### config.mk
export PLATFORM = sky130hd
export DESIGN_NAME = frame_sync
export DESIGN_NICKNAME = d
export VERILOG_FILES = /design/src/rtl/frame_sync_pkg.sv /design/src/rtl/frame_sync_correlator.sv /design/src/rtl/frame_sync.sv
export SDC_FILE = /design/constraint.sdc
export NUM_CORES = 1
export LEC_CHECK = 0
export ABC_AREA = 0
export CORE_ASPECT_RATIO = 0.5
export CORE_MARGIN = 1.5
export CORE_UTILIZATION = 30
export DETAILED_ROUTE_END_ITERATION = 6
export DONT_BUFFER_PORTS = 1
export PLACE_DENSITY_LB_ADDON = 0.3
export RECOVER_POWER = 100
export SKIP_CTS_REPAIR_TIMING = 1
export SLEW_MARGIN = 20
export SYNTH_ARGS = -nofsm -noshare
export SYNTH_HDL_FRONTEND = slang
export SYNTH_HIERARCHICAL = 1
export SYNTH_SLANG_ARGS = --single-unit
### constraint.sdc
create_clock -name clk -period 6.7 [get_ports clk]
set_clock_uncertainty 0.05 [all_clocks]
set_input_delay 1.005 -clock clk [delete_from_list [all_inputs] [get_ports clk]]
set_output_delay 1.005 -clock clk [all_outputs]
set_load 0.05 [all_outputs]
### src/rtl/frame_sync_pkg.sv
// Shared frame-sync definitions: default sync word, reset level, state encoding
// and the Hamming-distance helper used by the correlator.
package frame_sync_pkg;

  localparam int unsigned SYNC_W = 16;
  localparam int unsigned DIST_W = 5;

  localparam logic [SYNC_W-1:0] SYNC_WORD_DEFAULT = 16'hEB90;
  localparam logic              RST_ACTIVE        = 1'b0;

  typedef enum logic [1:0] {
    ST_HUNT    = 2'd0,
    ST_PAYLOAD = 2'd1,
    ST_CHECK   = 2'd2,
    ST_FLY     = 2'd3
  } state_e;

  function automatic logic [DIST_W-1:0] hamming16(input logic [SYNC_W-1:0] a,
                                                  input logic [SYNC_W-1:0] b);
    logic [SYNC_W-1:0] x;
    logic [DIST_W-1:0] n;
    x = a ^ b;
    n = '0;
    for (int i = 0; i < SYNC_W; i++) begin
      n = n + DIST_W'(x[i]);
    end
    return n;
  endfunction

endpackage

### src/rtl/frame_sync_correlator.sv
// Combinational sync-word correlator: bit distance between pattern and word,
// flagged as a match when the distance does not exceed THRESH.
module sync_correlator
  import frame_sync_pkg::*;
#(
  parameter int unsigned THRESH = 0
) (
  input  logic [15:0] pattern_i,
  input  logic [15:0] word_i,
  output logic [4:0]  dist_c,
  output logic        match_c
);

  always_comb begin
    dist_c  = hamming16(pattern_i, word_i);
    match_c = (32'(dist_c) <= THRESH);
  end

endmodule

### src/rtl/frame_sync.sv
// Serial frame synchroniser: hunts for the sync word, deserialises payload bytes,
// verifies the sync word of every following frame and flywheels through misses.
module frame_sync
  import frame_sync_pkg::*;
#(
  parameter logic [15:0] SYNC_WORD     = SYNC_WORD_DEFAULT,
  parameter int unsigned SYNC_THRESH   = 0,
  parameter int unsigned PAYLOAD_BYTES = 4,
  parameter int unsigned MISS_LIMIT    = 3
) (
  input  logic       clk,
  input  logic       rst,
  input  logic       data_i,
  input  logic       data_valid_i,
  output logic [7:0] byte_o,
  output logic       byte_valid_o,
  output logic       frame_start_o,
  output logic       frame_end_o,
  output logic       locked_o,
  output logic       sync_err_o
);

  localparam int unsigned PAYLOAD_BITS = PAYLOAD_BYTES * 8;
  localparam int unsigned CNT_W  = $clog2((PAYLOAD_BITS > SYNC_W) ? PAYLOAD_BITS : SYNC_W);
  localparam int unsigned MISS_W = $clog2(MISS_LIMIT + 1);

  state_e              state_q, state_d;
  logic [SYNC_W-1:0]   hist_q, hist_d;
  logic [CNT_W-1:0]    bit_cnt_q, bit_cnt_d;
  logic [7:0]          byte_sr_q, byte_sr_d;
  logic [7:0]          byte_q, byte_d;
  logic                byte_valid_q, byte_valid_d;
  logic                frame_start_q, frame_start_d;
  logic                frame_end_q, frame_end_d;
  logic                locked_q, locked_d;
  logic                sync_err_q, sync_err_d;
  logic [MISS_W-1:0]   miss_q, miss_d;

  logic [SYNC_W-1:0]   hist_shift;
  logic [MISS_W-1:0]   miss_inc;
  logic [DIST_W-1:0]   corr_dist;
  logic                corr_match;

  // Correlate the history including the bit arriving this cycle.
  assign hist_shift = {hist_q[SYNC_W-2:0], data_i};

  sync_correlator #(
    .THRESH (SYNC_THRESH)
  ) u_corr (
    .pattern_i (SYNC_WORD),
    .word_i    (hist_shift),
    .dist_c    (corr_dist),
    .match_c   (corr_match)
  );

  always_comb begin
    state_d       = state_q;
    hist_d        = hist_q;
    bit_cnt_d     = bit_cnt_q;
    byte_sr_d     = byte_sr_q;
    byte_d        = byte_q;
    byte_valid_d  = 1'b0;
    frame_start_d = 1'b0;
    frame_end_d   = 1'b0;
    locked_d      = locked_q;
    sync_err_d    = 1'b0;
    miss_d        = miss_q;
    miss_inc      = (miss_q == MISS_W'(MISS_LIMIT)) ? miss_q : miss_q + MISS_W'(1);

    if (data_valid_i) begin
      hist_d = hist_shift;
      case (state_q)
        ST_HUNT: begin
          if (corr_match) begin
            state_d   = ST_PAYLOAD;
            bit_cnt_d = '0;
          end
        end
        ST_PAYLOAD, ST_FLY: begin
          byte_sr_d = {byte_sr_q[6:0], data_i};
          if (bit_cnt_q[2:0] == 3'd7) begin
            byte_d        = {byte_sr_q[6:0], data_i};
            byte_valid_d  = 1'b1;
            frame_start_d = (bit_cnt_q == CNT_W'(7));
            frame_end_d   = (bit_cnt_q == CNT_W'(PAYLOAD_BITS - 1));
          end
          if (bit_cnt_q == CNT_W'(PAYLOAD_BITS - 1)) begin
            state_d   = ST_CHECK;
            bit_cnt_d = '0;
          end else begin
            bit_cnt_d = bit_cnt_q + CNT_W'(1);
          end
        end
        ST_CHECK: begin
          if (bit_cnt_q == CNT_W'(SYNC_W - 1)) begin
            bit_cnt_d = '0;
            if (corr_match) begin
              locked_d = 1'b1;
              miss_d   = '0;
              state_d  = ST_PAYLOAD;
            end else begin
              sync_err_d = 1'b1;
              if (miss_inc == MISS_W'(MISS_LIMIT)) begin
                locked_d = 1'b0;
                miss_d   = '0;
                state_d  = ST_HUNT;
              end else begin
                miss_d  = miss_inc;
                state_d = ST_FLY;
              end
            end
          end else begin
            bit_cnt_d = bit_cnt_q + CNT_W'(1);
          end
        end
        default: state_d = ST_HUNT;
      endcase
    end
  end

  always_ff @(posedge clk) begin
    if (rst == RST_ACTIVE) begin
      state_q       <= ST_HUNT;
      hist_q        <= '0;
      bit_cnt_q     <= '0;
      byte_sr_q     <= '0;
      byte_q        <= '0;
      byte_valid_q  <= 1'b0;
      frame_start_q <= 1'b0;
      frame_end_q   <= 1'b0;
      locked_q      <= 1'b0;
      sync_err_q    <= 1'b0;
      miss_q        <= '0;
    end else begin
      state_q       <= state_d;
      hist_q        <= hist_d;
      bit_cnt_q     <= bit_cnt_d;
      byte_sr_q     <= byte_sr_d;
      byte_q        <= byte_d;
      byte_valid_q  <= byte_valid_d;
      frame_start_q <= frame_start_d;
      frame_end_q   <= frame_end_d;
      locked_q      <= locked_d;
      sync_err_q    <= sync_err_d;
      miss_q        <= miss_d;
    end
  end

  // A reported match must always be within the configured threshold.
  assert property (@(posedge clk) disable iff (rst == RST_ACTIVE)
                   corr_match |-> (32'(corr_dist) <= SYNC_THRESH));

  assign byte_o        = byte_q;
  assign byte_valid_o  = byte_valid_q;
  assign frame_start_o = frame_start_q;
  assign frame_end_o   = frame_end_q;
  assign locked_o      = locked_q;
  assign sync_err_o    = sync_err_q;

endmodule

* Yosys cells after proc, flatten, opt, wreduce, memory -nomap -nowiden
Index checks and enable logic that the tools add are counted.
** Word-level totals
- Input bits :: 4
- Word-level logic and storage cells :: 71
- Flip-flop bits (word level) :: 44
- Output and inout port bits :: 13
** Operators by class
- Reductions and logical operators :: 12
- Bitwise logic cells :: 1
- $add $sub $neg :: 17
- Mux-type cells :: 17
- Equal/unequal tests :: 12
- $lt $le $gt $ge :: 1
** Operator list (count)
- $add 5x1->5 :: 13
- $mux 2 :: 8
- $reduce_and 4->1 :: 4
- $mux 5 :: 3
- $pmux 5 s3 :: 1
- $reduce_and 3->1 :: 3
- $eq 2x2->1 const B :: 4
- $not 8->8 :: 1
- $ne 2x2->1 const B :: 3
- $pmux 2 s3 :: 1
- $add 5x1->5 const B :: 1
- $eq 5x3->1 const B :: 1
- $eq 5x4->1 const B :: 1
- $eq 5x5->1 const B :: 1
- $le 5x1->1 const B :: 1
- $mux 1 :: 4
- $reduce_and 2->1 :: 2
- $add 2x1->3 :: 1
- $eq 3x3->1 const B :: 1
- $add 1x1->2 :: 1
- $add 2x1->2 const B :: 1
- $eq 2x1->1 const B :: 1
- $logic_not 2->1 :: 1
- $reduce_bool 2->1 :: 1
- $reduce_or 2->1 :: 1

* Logic depth before layout (Yosys ltp)
Gate-level depths: netlist of the first run.
- Word-level depth :: 19
- Mapped depth :: 18
- Depth with buffers taken out :: 18

* By module
The synthesis of the first run kept the hierarchy.
** By module, submodules not included
- frame_sync :: instances 1, cells each 192, area each 1855.5 um^2
- sync_correlator :: instances 1, cells each 58, area each 588.1 um^2

* Worst setup path after synthesis of the first run
Ideal clock, no wire load.
- Kind :: input-to-reg
- From :: in data_i
- To :: reg bit_cnt_q[1]
- Data required time :: 6.590 ns
- Slack :: 1.143 ns
- Stages on the path :: 18
- Arrival :: 5.447 ns
- Buffers on the path :: 0
- Path through :: xnor2_1 -> fa_1 -> inv_1 -> ha_1 -> fa_1 -> inv_1 -> fa_1 -> fa_1 -> inv_1 -> fa_1 -> inv_1 -> fa_1 -> clkinv_2 -> nor3_2 -> o2111a_1 -> o31ai_1 -> and2_1 -> a32o_1
** On the way
- Word-level cells in the longest chain between the ends :: 18
** Ends and longest elaborated chain
- start: declaration :: line frame_sync.sv:13 : input logic data_i,
- $add 1x1->2 :: line frame_sync_pkg.sv:25 : n = n + DIST_W'(x[i]);
- $add 2x1->3 :: line frame_sync_pkg.sv:25
- $add 5x1->5 (13 in series) :: line frame_sync_pkg.sv:25
- via corr_dist[1] :: line frame_sync.sv:41 : logic [DIST_W-1:0] corr_dist;
- $le 5x1->1 :: line frame_sync_correlator.sv:16 : match_c = (32'(dist_c) <= THRESH);
- via corr_match :: line frame_sync.sv:42 : logic corr_match;
- $ne 2x2->1 (no line)
- $reduce_and 2->1 (no line)
- end signal: assignment :: line frame_sync.sv:137 : bit_cnt_q <= bit_cnt_d;
- end: declaration :: line frame_sync.sv:29 : logic [CNT_W-1:0] bit_cnt_q, bit_cnt_d;
The timed path passes the listed nets, and every way through them passes these cells.
A chain may end at the register's enable or synchronous reset.

* Worst setup path after layout of the first run
Ends and elaborated chain as after synthesis.

==> impl_metrics.csv, run 1 <==
group,metric,value,unit
floorplan,design.die.area,8700,sq um
drt,viasPerCell,4.27,
sta,worst_pin_slew,591,ps
drt,drtIter0Drc,88,
layout,n_fill_cell,786,
clock_tree,clk_pin_slew,60,ps
floorplan,core,7600,sq um
job,max-cap-violations,0,
global_routing,first_global_vias,1527,
sta,setup_viol,0,
layout,most-common-layout-cells,"dfxtp_1 (44), nand2_1 (31), a21boi_0 (18)",
sta,maxSlewHeadroom,60.5,%
sta,timing.final.crit_share,83.0,%
layout,drive_above_1_share,4.67,%
global_routing,grt_pass1_wl,7370,um
placement,port_buffers,0,
layout,syn_to_final_growth,10.3,%
clock_tree,cts_tree,"done",
drt,routed_wl,4090,um
logic_synthesis,synth_area,2440,sq um
clock_tree,cts_sinks,44,
clock_tree,htree_levels,2,
pwr,leakage,1.08,nW
pwr,vdd_ir_drop_max,0.000122,V
clock_tree,insertion_delay,280,ps
floorplan,start_util,32.1,%
sta,tns,0,ps
placement,dpl.cell_count,358,
clock_tree,clockBufferDepth,2,
setup_path,worstPathRequired,6880,ps
global_routing,grt_max_degree,46,
setup_path,crit_arrival,5740,ps
floorplan,rows,22,
sta,final_max_slew_viol_count,0,
sta,fmax,0.180,GHz
pwr,powerDensity,285,nW/um^2
clock_tree,clockRootBuffer,"clkbuf_16",
setup_path,start_kind,"primary input",
global_routing,globalRouteOverflowTotal,0,
global_routing,grt_usage,10.9,%
drt,antenna_left,0,
logic_synthesis,avgSynthCellArea,9.82,sq um
sta,fin_crit,5560,ps
global_routing,antenna_found_initial,0,
setup_path,cp_max_fo,6,
layout,layout_commonest_cell,"dfxtp_1",
drt,wl_per_cell,11.2,um
min_path,holdCritPathClass,"flop to flop",
setup_path,critical_path_class,"primary input to flop",
drt,via_count,1560,
pwr,power.total,0.765,mW
floorplan,die_h,66.7,um
sta,rsz0062_at_grt,"no",
floorplan,io_pins,17,
layout,antenna_cells,0,
logic_synthesis,syn_inst,248,
placement,dp_hpwl,2920,um
sta,hold_viol_final,0,
outcome,status,"finished, final reports clean",
sta,timing.hold.ws,415,ps
clock_tree,numCtsBuffers,5,
drt,drc,0,
placement,gp_congestion,0.752,
drt,dr.pass1.iters,4,
floorplan,die_w,130,um
logic_synthesis,yosysWarnings,6,
layout,layout.nets,286,
setup_path,cp-end-kind,"flop",
layout,layout.cells.non_filler,365,
registers in the layout (all words and copies together) (netlist names):
| name | count |
|---|---|
| byte_sr_q | 7 |
| miss_q | 2 |
| frame_start_o | 1 |
| byte_o | 8 |
| locked_o | 1 |
| frame_end_o | 1 |
| hist_q | 15 |
| sync_err_o | 1 |
| bit_cnt_q | 5 |
| state_q | 2 |
| byte_valid_o | 1 |
final timing paths:
path / endpoint / slack [ps] / from / depth (start not counted)
worst max-delay path: bit_cnt_q[1]$_SDFFE_PN0P_ / 1140 / data_i / 18
worst min-delay path: byte_o[7]$_SDFFE_PN0P_ / 410 / byte_sr_q[6]$_SDFFE_PN0P_ / 2
worst max register to register: bit_cnt_q[1]$_SDFFE_PN0P_ / 1480 / hist_q[0]$_SDFFE_PN0P_ / 18
worst min register to register: byte_o[7]$_SDFFE_PN0P_ / 410 / byte_sr_q[6]$_SDFFE_PN0P_ / 2
critical path, stage by stage:
cell and delay (ps):
xnor2_1 70, fa_1 530, inv_1 40, ha_1 300, fa_1 500, inv_1 50, fa_1 500, fa_1 540
inv_1 50, fa_1 440, inv_1 80, fa_1 420, clkinvlp_2 80, nor3_1 40, o2111a_1 210, o31ai_1 510
and2_0 230, a32o_1 130
layout make-up:
class                           instances  area, sq um  area share (%)
Sequential cell                        44          881            32.8
Clock buffer                            5          125            4.66
Clock inverter                          2         12.5           0.466
Multi-Input combinational cell        190         1470            54.8
Inverter                               16         61.3            2.28
Tap cell                              108          135            5.03
through the flow:
stage          instance area [sq um]  setup WS (ps)  utilization [%]
2_1_floorplan                   2490           1140                -
3_3_place_gp                    2560            876             33.7
3_5_place_dp                    2560            822             33.7
4_1_cts                         2700           1120             35.5
5_1_grt                         2690            855             35.4
6_report                        2690           1140             35.4
power breakdown:
| part | switching, mW | total (mW) | internal, mW |
|---|---|---|---|
| clock network | 0.0957 | 0.231 | 0.135 |
| logic | 0.131 | 0.246 | 0.115 |
| registers | 0.0184 | 0.288 | 0.270 |
per-layer routing:
metal  share of wire (%)  vias to the layer above  GRT usage [%]  routed length [um]
met5                   0                        -              0                   0
met2                  46                       11           18.0                1890
li1                    -                      825              -                   -
met1                  49                      719           13.2                2000
met4                 1.4                        0           4.53                  56
met3                 3.3                        5           3.61                 137
Power figures use the tool's default switching activity.
==> run 2, diff against run 1 <==
--- a/config.mk
+++ b/config.mk
@@ -5,7 +5,7 @@
 export SDC_FILE = /design/constraint.sdc
 export NUM_CORES = 1
 export LEC_CHECK = 0
-export ABC_AREA = 0
+export ABC_AREA = 1
 export CORE_ASPECT_RATIO = 0.5
 export CORE_MARGIN = 1.5
 export CORE_UTILIZATION = 30
==> constraint.sdc (replaced) <==
create_clock -name clk -period 5.5 [get_ports clk]
set_clock_uncertainty 0.05 [all_clocks]
set_input_delay 0.825 -clock clk [delete_from_list [all_inputs] [get_ports clk]]
set_output_delay 0.825 -clock clk [all_outputs]
set_load 0.05 [all_outputs]
==> impl_metrics.csv, run 2 <==
group,metric,value,unit
outcome,status,"finished, final reports clean",
global_routing,globalRouteOverflowTotal,0,
layout,n_fill_cell,785,
drt,via_count,1735,
clock_tree,numCtsBuffers,5,
setup_path,critical_path_class,"primary input to flop",
pwr,seqPwrFrac,28.5,%
clock_tree,htree_levels,2,
pwr,p_sw,0.508,mW
floorplan,io_pins,17,
global_routing,first_global_vias,1721,
global_routing,grt_max_degree,32,
sta,rsz0062_at_grt,"no",
drt,drtIter0Drc,62,
setup_path,crit_arrival,5320,ps
layout,final_core_util,35.1,%
pwr,p_int,0.762,mW
sta,hold_viol_final,0,
sta,setup_viol,0,
drt,routed_wl,4220,um
pwr,vdd_ir_drop_max,0.000220,V
sta,final_max_slew_viol_count,0,
layout,regMostFlops,"hist_q",
drt,wl_per_cell,10.2,um
clock_tree,clockBufferDepth,2,
drt,viasPerCell,4.19,
clock_tree,cts_tree,"done",
layout,syn_to_final_growth,11.3,%
layout,largest_reg_flops,15,
min_path,holdCritPathClass,"flop to flop",
logic_synthesis,syn_inst,291,
layout,antenna_cells,0,
floorplan,core,7460,sq um
placement,dp_hpwl,3230,um
setup_path,start_kind,"primary input",
logic_synthesis,yosysWarnings,6,
layout,most-common-layout-cells,"nor2_1 (48), nand2_1 (44), dfxtp_1 (44)",
min_path,hold_depth,2,
job,max-cap-violations,0,
global_routing,antenna_found_initial,0,
drt,drc,0,
drt,antenna_left,0,
layout,drive_above_1_share,4.58,%
pwr,swShare,40.0,%
drt,dr.pass1.iters,4,
placement,gp_congestion,0.796,
layout,layout.nets,334,
sta,fmax,0.192,GHz
logic_synthesis,synth_area,2350,sq um
clock_tree,insertion_delay,280,ps
pwr,clockPowerShare,22.9,%
clock_tree,clk_pin_slew,60,ps
sta,tns,0,ps
global_routing,busiest_layer,"met2",
placement,port_buffers,0,
sta,fin_crit,5220,ps
global_routing,use_met1,13.4,%
global_routing,met3_usage,2.93,%
pwr,combPwrFrac,48.5,%
setup_path,cp-end-kind,"flop",
layout,layout_commonest_cell,"nor2_1",
setup_path,worstPathRequired,5600,ps
sta,timing.final.crit_share,94.9,%
setup_path,worst_r2r_path_depth,23,
pwr,powerDensity,486,nW/um^2
sta,worst_pin_slew,596,ps
floorplan,die_h,65.6,um
setup_path,cp_max_fo,6,
sta,maxSlewHeadroom,60.3,%
clock_tree,clockRootBuffer,"clkbuf_16",
floorplan,die_w,128,um
floorplan,design.die.area,8410,sq um
logic_synthesis,avgSynthCellArea,8.08,sq um
global_routing,gr-usage-met2,20.8,%
floorplan,start_util,31.5,%
global_routing,grt_usage,11.5,%
floorplan,rows,22,
global_routing,grt_pass1_wl,7660,um
pwr,leakage,1.12,nW
clock_tree,cts_sinks,44,
## run 2: per-stage QoR
step	worst slack (ps)	power [mW]	instance area [sq um]	hold WS, ps	instances
finish	278	1.27	2620	416	414
global route	7.31	1.41	2620	448	414
CTS	265	1.30	2650	418	414
detailed placement	-7.36	1.01	2500	412	406
global placement	93.1	0.987	2500	407	406
floorplan	295	0.900	2400	380	305
## run 2: worst paths after layout
path / from / to / slack [ps]
max reg2reg: hist_q[0]$_SDFFE_PN0P_ / bit_cnt_q[3]$_SDFFE_PN0P_ / 480
max: data_i / bit_cnt_q[3]$_SDFFE_PN0P_ / 280
min reg2reg: byte_sr_q[2]$_SDFFE_PN0P_ / byte_o[3]$_SDFFE_PN0P_ / 420
min: byte_sr_q[2]$_SDFFE_PN0P_ / byte_o[3]$_SDFFE_PN0P_ / 420
## run 2: layout make-up
class                   instances  area (sq um)  share of cell area (%)
inverters                      35           134                    5.12
multi-input cells             219          1320                    50.5
well taps                     108           135                    5.17
clock buffers                   8           146                    5.60
flip-flops and latches         44           881                    33.7
## run 2: routing by layer
layer	wire length, um	share of wire, %
met2	1960	46
met1	2110	50
met3	99	2.3
met5	0	0
met4	53	1.3
## run 2: power groups by stage
stage               combinational, mW  sequential, mW  clock (mW)
floorplan                       0.534           0.366           0
global placement                0.615           0.372           0
detailed placement              0.635           0.372           0
CTS                             0.639           0.365       0.300
global route                    0.726           0.366       0.314
finish                          0.617           0.362       0.291
## run 2: worst max-delay path, cell delays in order
cell and delay [ps]:
xnor2_1 80, fa_1 530, inv_1 40, ha_1 310, fa_1 510, inv_1 50, fa_1 500, fa_1 550
inv_1 60, fa_1 460, inv_1 90, fa_1 210, inv_1 60, nand2_2 50, nand2_1 50, nor2_2 70
nand2_1 60, nor2_2 210, inv_1 120, a21oi_4 220, inv_1 110, nand2_1 90, a21oi_1 60
